**config.mk**
```make
export PLATFORM = sky130hd
export DESIGN_NAME = serial_frame_tx
export DESIGN_NICKNAME = d
export VERILOG_FILES = /design/src/rtl/serial_frame_tx.sv
export SDC_FILE = /design/constraint.sdc
export NUM_CORES = 1
export LEC_CHECK = 0
export ABC_AREA = 1
export BUFFER_PORTS_ARGS = -buffer_cell sky130_fd_sc_hd__buf_2
export CORE_UTILIZATION = 40
export DETAILED_ROUTE_END_ITERATION = 6
export GPL_TIMING_DRIVEN = 0
export HOLD_SLACK_MARGIN = 0.12
export SETUP_SLACK_MARGIN = 0.1
export SYNTH_ARGS = -nofsm -noshare
export SYNTH_HDL_FRONTEND = slang
export SYNTH_SLANG_ARGS = --single-unit
export TNS_END_PERCENT = 100
```
**constraint.sdc**
```tcl
create_clock -name clk -period 1.4 [get_ports clk]
set_input_delay 0.14 -clock clk [delete_from_list [all_inputs] [get_ports clk]]
set_output_delay 0.14 -clock clk [all_outputs]
set_load 0.01 [all_outputs]
```
**src/rtl/serial_frame_tx.sv**
```systemverilog
// Parallel-in, serial-out frame transmitter: start bit, WIDTH data bits LSB-first, stop bit,
// each bit held for DIV clocks. Handshake: a word is accepted on a rising edge where load=1 and ready=1.
module serial_frame_tx #(
  parameter int WIDTH = 8,
  parameter int DIV   = 4
) (
  input  logic             clk,
  input  logic             clr,
  input  logic             load,
  input  logic [WIDTH-1:0] data,
  output logic             ready,
  output logic             busy,
  output logic             txd,
  output logic             done,
  output logic [1:0]       fsm_state
);

  localparam int DW = (DIV > 1) ? $clog2(DIV) : 1;
  localparam int BW = (WIDTH > 1) ? $clog2(WIDTH) : 1;

  typedef enum logic [1:0] {IDLE, START, DATA, STOP} state_t;

  state_t           state, state_nx;
  logic [DW-1:0]    div_cnt, div_nx;
  logic [BW-1:0]    bit_cnt, bit_nx;
  logic [WIDTH-1:0] shift, shift_nx, shift_sh;
  logic             txd_nx, ready_nx, busy_nx, done_nx;
  logic             tc;

  assign fsm_state = state;
  assign tc        = (div_cnt == DW'(DIV - 1));
  assign shift_sh  = shift >> 1;

  always_ff @(posedge clk or posedge clr) begin
    if (clr) begin
      state   <= IDLE;
      div_cnt <= '0;
      bit_cnt <= '0;
      shift   <= '0;
      txd     <= 1'b1;
      ready   <= 1'b1;
      busy    <= 1'b0;
      done    <= 1'b0;
    end else begin
      state   <= state_nx;
      div_cnt <= div_nx;
      bit_cnt <= bit_nx;
      shift   <= shift_nx;
      txd     <= txd_nx;
      ready   <= ready_nx;
      busy    <= busy_nx;
      done    <= done_nx;
    end
  end

  always_comb begin
    state_nx = state;
    div_nx   = tc ? '0 : div_cnt + DW'(1);
    bit_nx   = bit_cnt;
    shift_nx = shift;
    txd_nx   = txd;
    ready_nx = ready;
    busy_nx  = busy;
    done_nx  = 1'b0;
    unique case (state)
      IDLE: begin
        div_nx = '0;
        if (load) begin
          shift_nx = data;
          state_nx = START;
          txd_nx   = 1'b0;
          ready_nx = 1'b0;
          busy_nx  = 1'b1;
        end
      end
      START: begin
        if (tc) begin
          state_nx = DATA;
          bit_nx   = '0;
          txd_nx   = shift[0];
        end
      end
      DATA: begin
        if (tc) begin
          shift_nx = shift_sh;
          if (bit_cnt == BW'(WIDTH - 1)) begin
            state_nx = STOP;
            txd_nx   = 1'b1;
          end else begin
            // the next bit is the LSB of the shifted word
            bit_nx = bit_cnt + BW'(1);
            txd_nx = shift_sh[0];
          end
        end
      end
      STOP: begin
        if (tc) begin
          state_nx = IDLE;
          txd_nx   = 1'b1;
          ready_nx = 1'b1;
          busy_nx  = 1'b0;
          done_nx  = 1'b1;
        end
      end
      default: state_nx = IDLE;
    endcase
  end

endmodule

```
==> results.cfg, run 1 <==
[run_status]
outcome = finished, final reports clean

[power]
power_density_nw_per_um2 = 2400
internal_power_mw = 1.87
comb_power_share = 0.607
switching_share = 0.428
power_mw = 3.27
power.leakage_nw = 0.669
power.share.clock = 0.085
seqPwrFrac = 0.308
p_switching_mw = 1.40
ir_drop_mv = 1.26

[floorplan]
die_w_um = 52.2
initial_core_util = 0.439
core_area_um2 = 2300
rows = 17
dieArea_um2 = 2730
die_h_um = 52.2
boundaryPins = 17

[clock_network]
clock-sinks = 19
clock_path_buffers = 2
cts_tree = done
clk_pin_slew_ns = 0.11
cts_root_buffer = clkbuf_4
htreeDepth = 1
clk_latency_ns = 0.30
cts_buffers = 3

[place]
io_buffers = 16
routabilityCongestion = 0.779
place_hpwl_um = 1380
place_ws_ns = 0.0267

[synth]
synth_area_leader_cell = dfrtp_1
synth_cells = 115
yosysWarnings = 0
seq_area_frac_synth = 0.474
ys_ff_latch = 19
netlist_top_cells_area = dfrtp_1 42%, nand2_1 11%, ha_1 8.7%, o21ai_0 7.4%, dfstp_2 5.2%
yosys.area.top_type_share = 0.422
syn_nets = 133
synth_area_per_cell_um2 = 8.77
synth_cell_type_count = 22
synth_area_um2 = 1010

[critical_path]
crit_buf_inv = 1
timing.rr.start = fsm_state[0]
cp_num_cells = 6
cpMostUsedCell = nand2_1
crit_family = flip-flops
slowest_stage = dfrtp_2
cp_cell_sequence = buf_4 -> ha_2 -> o21ai_2 -> nand3_1 -> nand2_1 -> nand2_1
arrival_ns = 1.56
slowest_delay_ns = 0.46
critPathRequiredTime_ns = 1.59
cp-end-kind = register
start_kind = register
worstSetupPathType = reg -> reg
timing.rr.end = fsm_state[0]
path_max_fanout = 5
r2r_cells = 6
r2r_slack_ns = 0.04

[hold_path]
hold_path_end = shift[0]
hold_start = data[0]
hp-class = in -> reg
whs_path_depth = 4

[drt]
drtIter0Drc = 31
route.detailed.drc = 0
totalWireLength_um = 2070
vias = 849
drt-pass1-iter-count = 4
final_antenna_net_count = 0
wl_per_cell_um = 12.0
viasPerCell = 4.91

[global_routing]
overflow = 0
grt_usage = 0.167
grt_max_degree = 20
antenna_found_initial = 0
grt_pass1_wl_um = 3310
first_global_vias = 747

[timing]
skew_ns = 0.00582
fin_ws_ns = 0.0354
maxSlewHeadroom = 0.511
setup_viol = 0
max_freq_mhz = 733
drv_slew = 0
finalHoldViolations = 0
rsz0062_at_grt = yes
post-route-period-util = 0.975
min_period_ns = 1.36
worst_pin_slew_ns = 0.733

[final_layout]
drive_gt1_frac = 0.510
mostFrequentLayoutCell = nand2_1
final_cell_mix = 20 x nand2_1, 16 x buf_2, 15 x dfrtp_1
fin_util = 0.592
fin_nets = 164
area_delta_synth_final_pct = 34.9
diodes = 0

[job]
cap_violations = 0
power groups by stage:
| stage | registers (mW) | clock network [mW] | logic (mW) |
|---|---|---|---|
| final | 1.01 | 0.279 | 1.98 |
| after global routing | 1.03 | 0.311 | 2.21 |
| after CTS | 0.973 | 0.296 | 1.76 |
| after detailed placement | 0.987 | 0 | 1.52 |
| after global placement | 0.977 | 0 | 1.49 |
| after floorplan | 0.986 | 0 | 1.19 |
how the worst max path moves through the flow:
stage	start	end	slack, ns
floorplan	fsm_state[0]	shift[2]	0.1
finish	fsm_state[0]	fsm_state[0]	0.04
detailed placement	fsm_state[0]	bit_cnt[1]	0.03
global placement	fsm_state[1]	shift[7]	0.03
CTS	fsm_state[0]	shift[2]	0.04
global route	fsm_state[0]	shift[3]	-0.02
routing by layer:
metal	global-route usage	wire, um	vias to the layer above
li1	-	-	434
met2	0.256	954	21
met4	0.0658	11	0
met1	0.232	1010	392
met3	0.0290	96	2
met5	0	0	-
layout make-up:
cell class              instances  area (um2)
plain buffers                   3        47.5
clock buffers                   3        22.5
clock inverters                 1        5.00
fillers                       211         937
inverters                      12        47.5
multi-input cells              81         558
flip-flops and latches         19         480
well taps                      28        35.0
repair buffers                 26         164
Yosys cell counts (all sizes together):
master  instances
nand2          31
o21ai          24
dfrtp          17
inv            12
ha              7
or2             7
nand3           4
buf             2
dfstp           2
nand4           2
nor2            2
a21o            1
a21oi           1
clkbuf          1
nand3b          1
nor3            1
metrics by stage:
step | setup TNS [ns] | hold slack [ns] | instance area [um2] | cells
6_report | 0 | 0.181 | 1360 | 173
5_1_grt | -0.0693 | 0.178 | 1360 | 173
4_1_cts | 0 | 0.168 | 1290 | 171
3_5_place_dp | 0 | 0.307 | 1180 | 159
3_3_place_gp | 0 | 0.292 | 1180 | 159
2_1_floorplan | 0 | 0.0895 | 1060 | 115
worst min-delay path: cells and delay by family:
| family | cells | cell delay, ns |
|---|---|---|
| AOI/OAI and AO/OA | 2 | 0.14 |
| buffers and inverters | 1 | 0.07 |
| and+or+nand+nor | 1 | 0.10 |
cell families after synthesis:
group	after synthesis	synth area share
adder cells (fa/ha/maj)	7	0.0868
flip-flops	19	0.474
AND/OR/NAND/NOR	48	0.231
AO/OA/AOI/OAI	26	0.140
buffers and inverters	15	0.0682
registers in the layout, indices dropped and copies added, names as in the netlist:
| register | cells |
|---|---|
| shift | 8 |
| ready | 1 |
| fsm_state | 2 |
| busy | 1 |
| txd | 1 |
| div_cnt | 2 |
| done | 1 |
| bit_cnt | 3 |
timing repair:
item                                    CTS  global route
cloned                                    1             0
hold endpoints to repair                 18             0
gates resized for setup                   6            19
hold buffers                              2             0
setup buffers                             5             2
pin swaps                                 1             2
endpoints found under the setup margin   13            16
Note: power is estimated with default switching activity, not from simulation.
==> run 2, diff against run 1 <==
==> constraint.sdc (replaced) <==
create_clock -name clk -period 1.4 [get_ports clk]
set_input_delay 0.07 -clock clk [delete_from_list [all_inputs] [get_ports clk]]
set_output_delay 0.07 -clock clk [all_outputs]
set_load 0.01 [all_outputs]
==> results.cfg, run 2 (same netlist as run 1, synthesis figures left out) <==
[floorplan]
boundaryPins = 17
rows = 17
dieArea_um2 = 2730
initial_core_util = 0.439
die_w_um = 52.2
core_area_um2 = 2300
die_h_um = 52.2

[place]
routabilityCongestion = 0.779
io_buffers = 16
place_hpwl_um = 1380
place_area_um2 = 1180

[clock_network]
cts_tree = done
cts_buffers = 3
cts_root_buffer = clkbuf_4
clock_path_buffers = 2
clk_latency_ns = 0.30
htreeDepth = 1
clk_pin_slew_ns = 0.12
clock-sinks = 19

[critical_path]
critPathRequiredTime_ns = 1.59
cp-end-kind = register
arrival_ns = 1.56
start_kind = register
worstSetupPathType = reg -> reg
path_max_fanout = 5

[drt]
drt-pass1-iter-count = 4
totalWireLength_um = 2190
route.detailed.drc = 0
wl_per_cell_um = 12.2
viasPerCell = 4.81
vias = 866
drtIter0Drc = 23
final_antenna_net_count = 0

[global_routing]
use_met3 = 0.0290
grt_util_met1 = 0.230
grt_busiest_layer = met2
antenna_found_initial = 0
first_global_vias = 781
grt_usage = 0.170
grt_max_degree = 20
overflow = 0
grt_pass1_wl_um = 3380
use_met2 = 0.267

[timing]
min_period_ns = 1.37
post-route-period-util = 0.977
max_freq_mhz = 731
finalHoldViolations = 0
maxSlewHeadroom = 0.514
worst_pin_slew_ns = 0.728
rsz0062_at_grt = yes
drv_slew = 0
skew_ns = 0.0108
setup_viol = 0
final.setup.tns_ns = 0

[power]
switching_share = 0.428
power_density_nw_per_um2 = 2330
comb_power_share = 0.612
p_switching_mw = 1.43
power.share.clock = 0.085
power.leakage_nw = 0.700
seqPwrFrac = 0.303
ir_drop_mv = 1.26
internal_power_mw = 1.91

[final_layout]
mostFrequentLayoutCell = nand2_1
drive_gt1_frac = 0.500
diodes = 0
reg_top3 = shift (8), bit_cnt (3)
area_delta_synth_final_pct = 41.7
final_area_um2 = 1430
fin_nets = 171
largest_reg_flops = 8
final_cell_mix = 20 x nand2_1, 16 x buf_2, 15 x dfrtp_1
fill_cells = 202
regMostFlops = shift

[run_status]
outcome = finished, final reports clean

[job]
cap_violations = 0

[hold_path]
hp-class = in -> reg
## run 2: cell count changes in the layout (fill, tap and decap cells not counted), sizes merged
| cell | before | now |
|---|---|---|
| dlygate4sd3 | 2 | 8 |
| buf | 26 | 27 |
## run 2: worst paths after layout
kind | slack, ns | endpoint | startpoint | cells after the start
min in group asynchronous | 0.42 | shift[4] | clr | 3
worst min register to register | 0.45 | div_cnt[0] | div_cnt[0] | 1
max in group asynchronous | 0.47 | fsm_state[1] | clr | 3
worst min-delay path | 0.13 | shift[1] | data[1] | 4
worst max-delay path | 0.03 | fsm_state[0] | fsm_state[0] | 6
worst max register to register | 0.03 | fsm_state[0] | fsm_state[0] | 6
## run 2: power by group through the flow
stage | registers, mW | logic, mW | clock network, mW
3_3_place_gp | 0.977 | 1.49 | 0
4_1_cts | 0.973 | 1.77 | 0.296
2_1_floorplan | 0.986 | 1.19 | 0
6_report | 1.01 | 2.04 | 0.284
5_1_grt | 1.03 | 2.27 | 0.314
3_5_place_dp | 0.987 | 1.52 | 0
## run 2: layout make-up
cell class / count / area, um2 / area share
clock inverter: 1 / 5.00 / 0.00350
multi-input combinational: 81 / 559 / 0.391
sequential: 19 / 480 / 0.336
clock buffer: 3 / 22.5 / 0.0158
timing repair buffer: 33 / 231 / 0.162
buffer: 3 / 47.5 / 0.0333
inverter: 12 / 47.5 / 0.0333
tap: 28 / 35.0 / 0.0245
## run 2: per-stage QoR
step	std cells	setup slack, ns	total power, mW	util	hold WS [ns]
floorplan	115	0.0986	2.18	-	0.0195
global route	180	-0.0298	3.62	0.622	0.144
CTS	176	0.0423	3.04	0.584	0.120
global placement	159	0.0331	2.47	0.513	0.222
detailed placement	159	0.0267	2.50	0.513	0.237
finish	180	0.0328	3.33	0.622	0.130
## run 2: metal layers
layer  wire [um]  part of all wire  vias up
li1            -                 -      448
met1        1050              0.48      402
met2        1050              0.48       14
met3          73             0.033        2
met4          11            0.0050        0
met5           0                 0        -
## run 2: repair_timing
| action | CTS | global route |
|---|---|---|
| gates resized for setup | 6 | 18 |
| pin swaps | 1 | 1 |
| setup endpoints to repair | 13 | 16 |
| hold buffers | 7 | 1 |
| cloned | 1 | 0 |
| hold endpoints to repair | 23 | 1 |
| setup buffers | 5 | 3 |
## run 2: worst max-delay path: stages, from the launching register on
cell and delay (ns):
dfrtp_2 0.46, buf_4 0.15, ha_2 0.21, o21ai_2 0.20, nand3_1 0.12, nand2_1 0.07
nand2_1 0.05
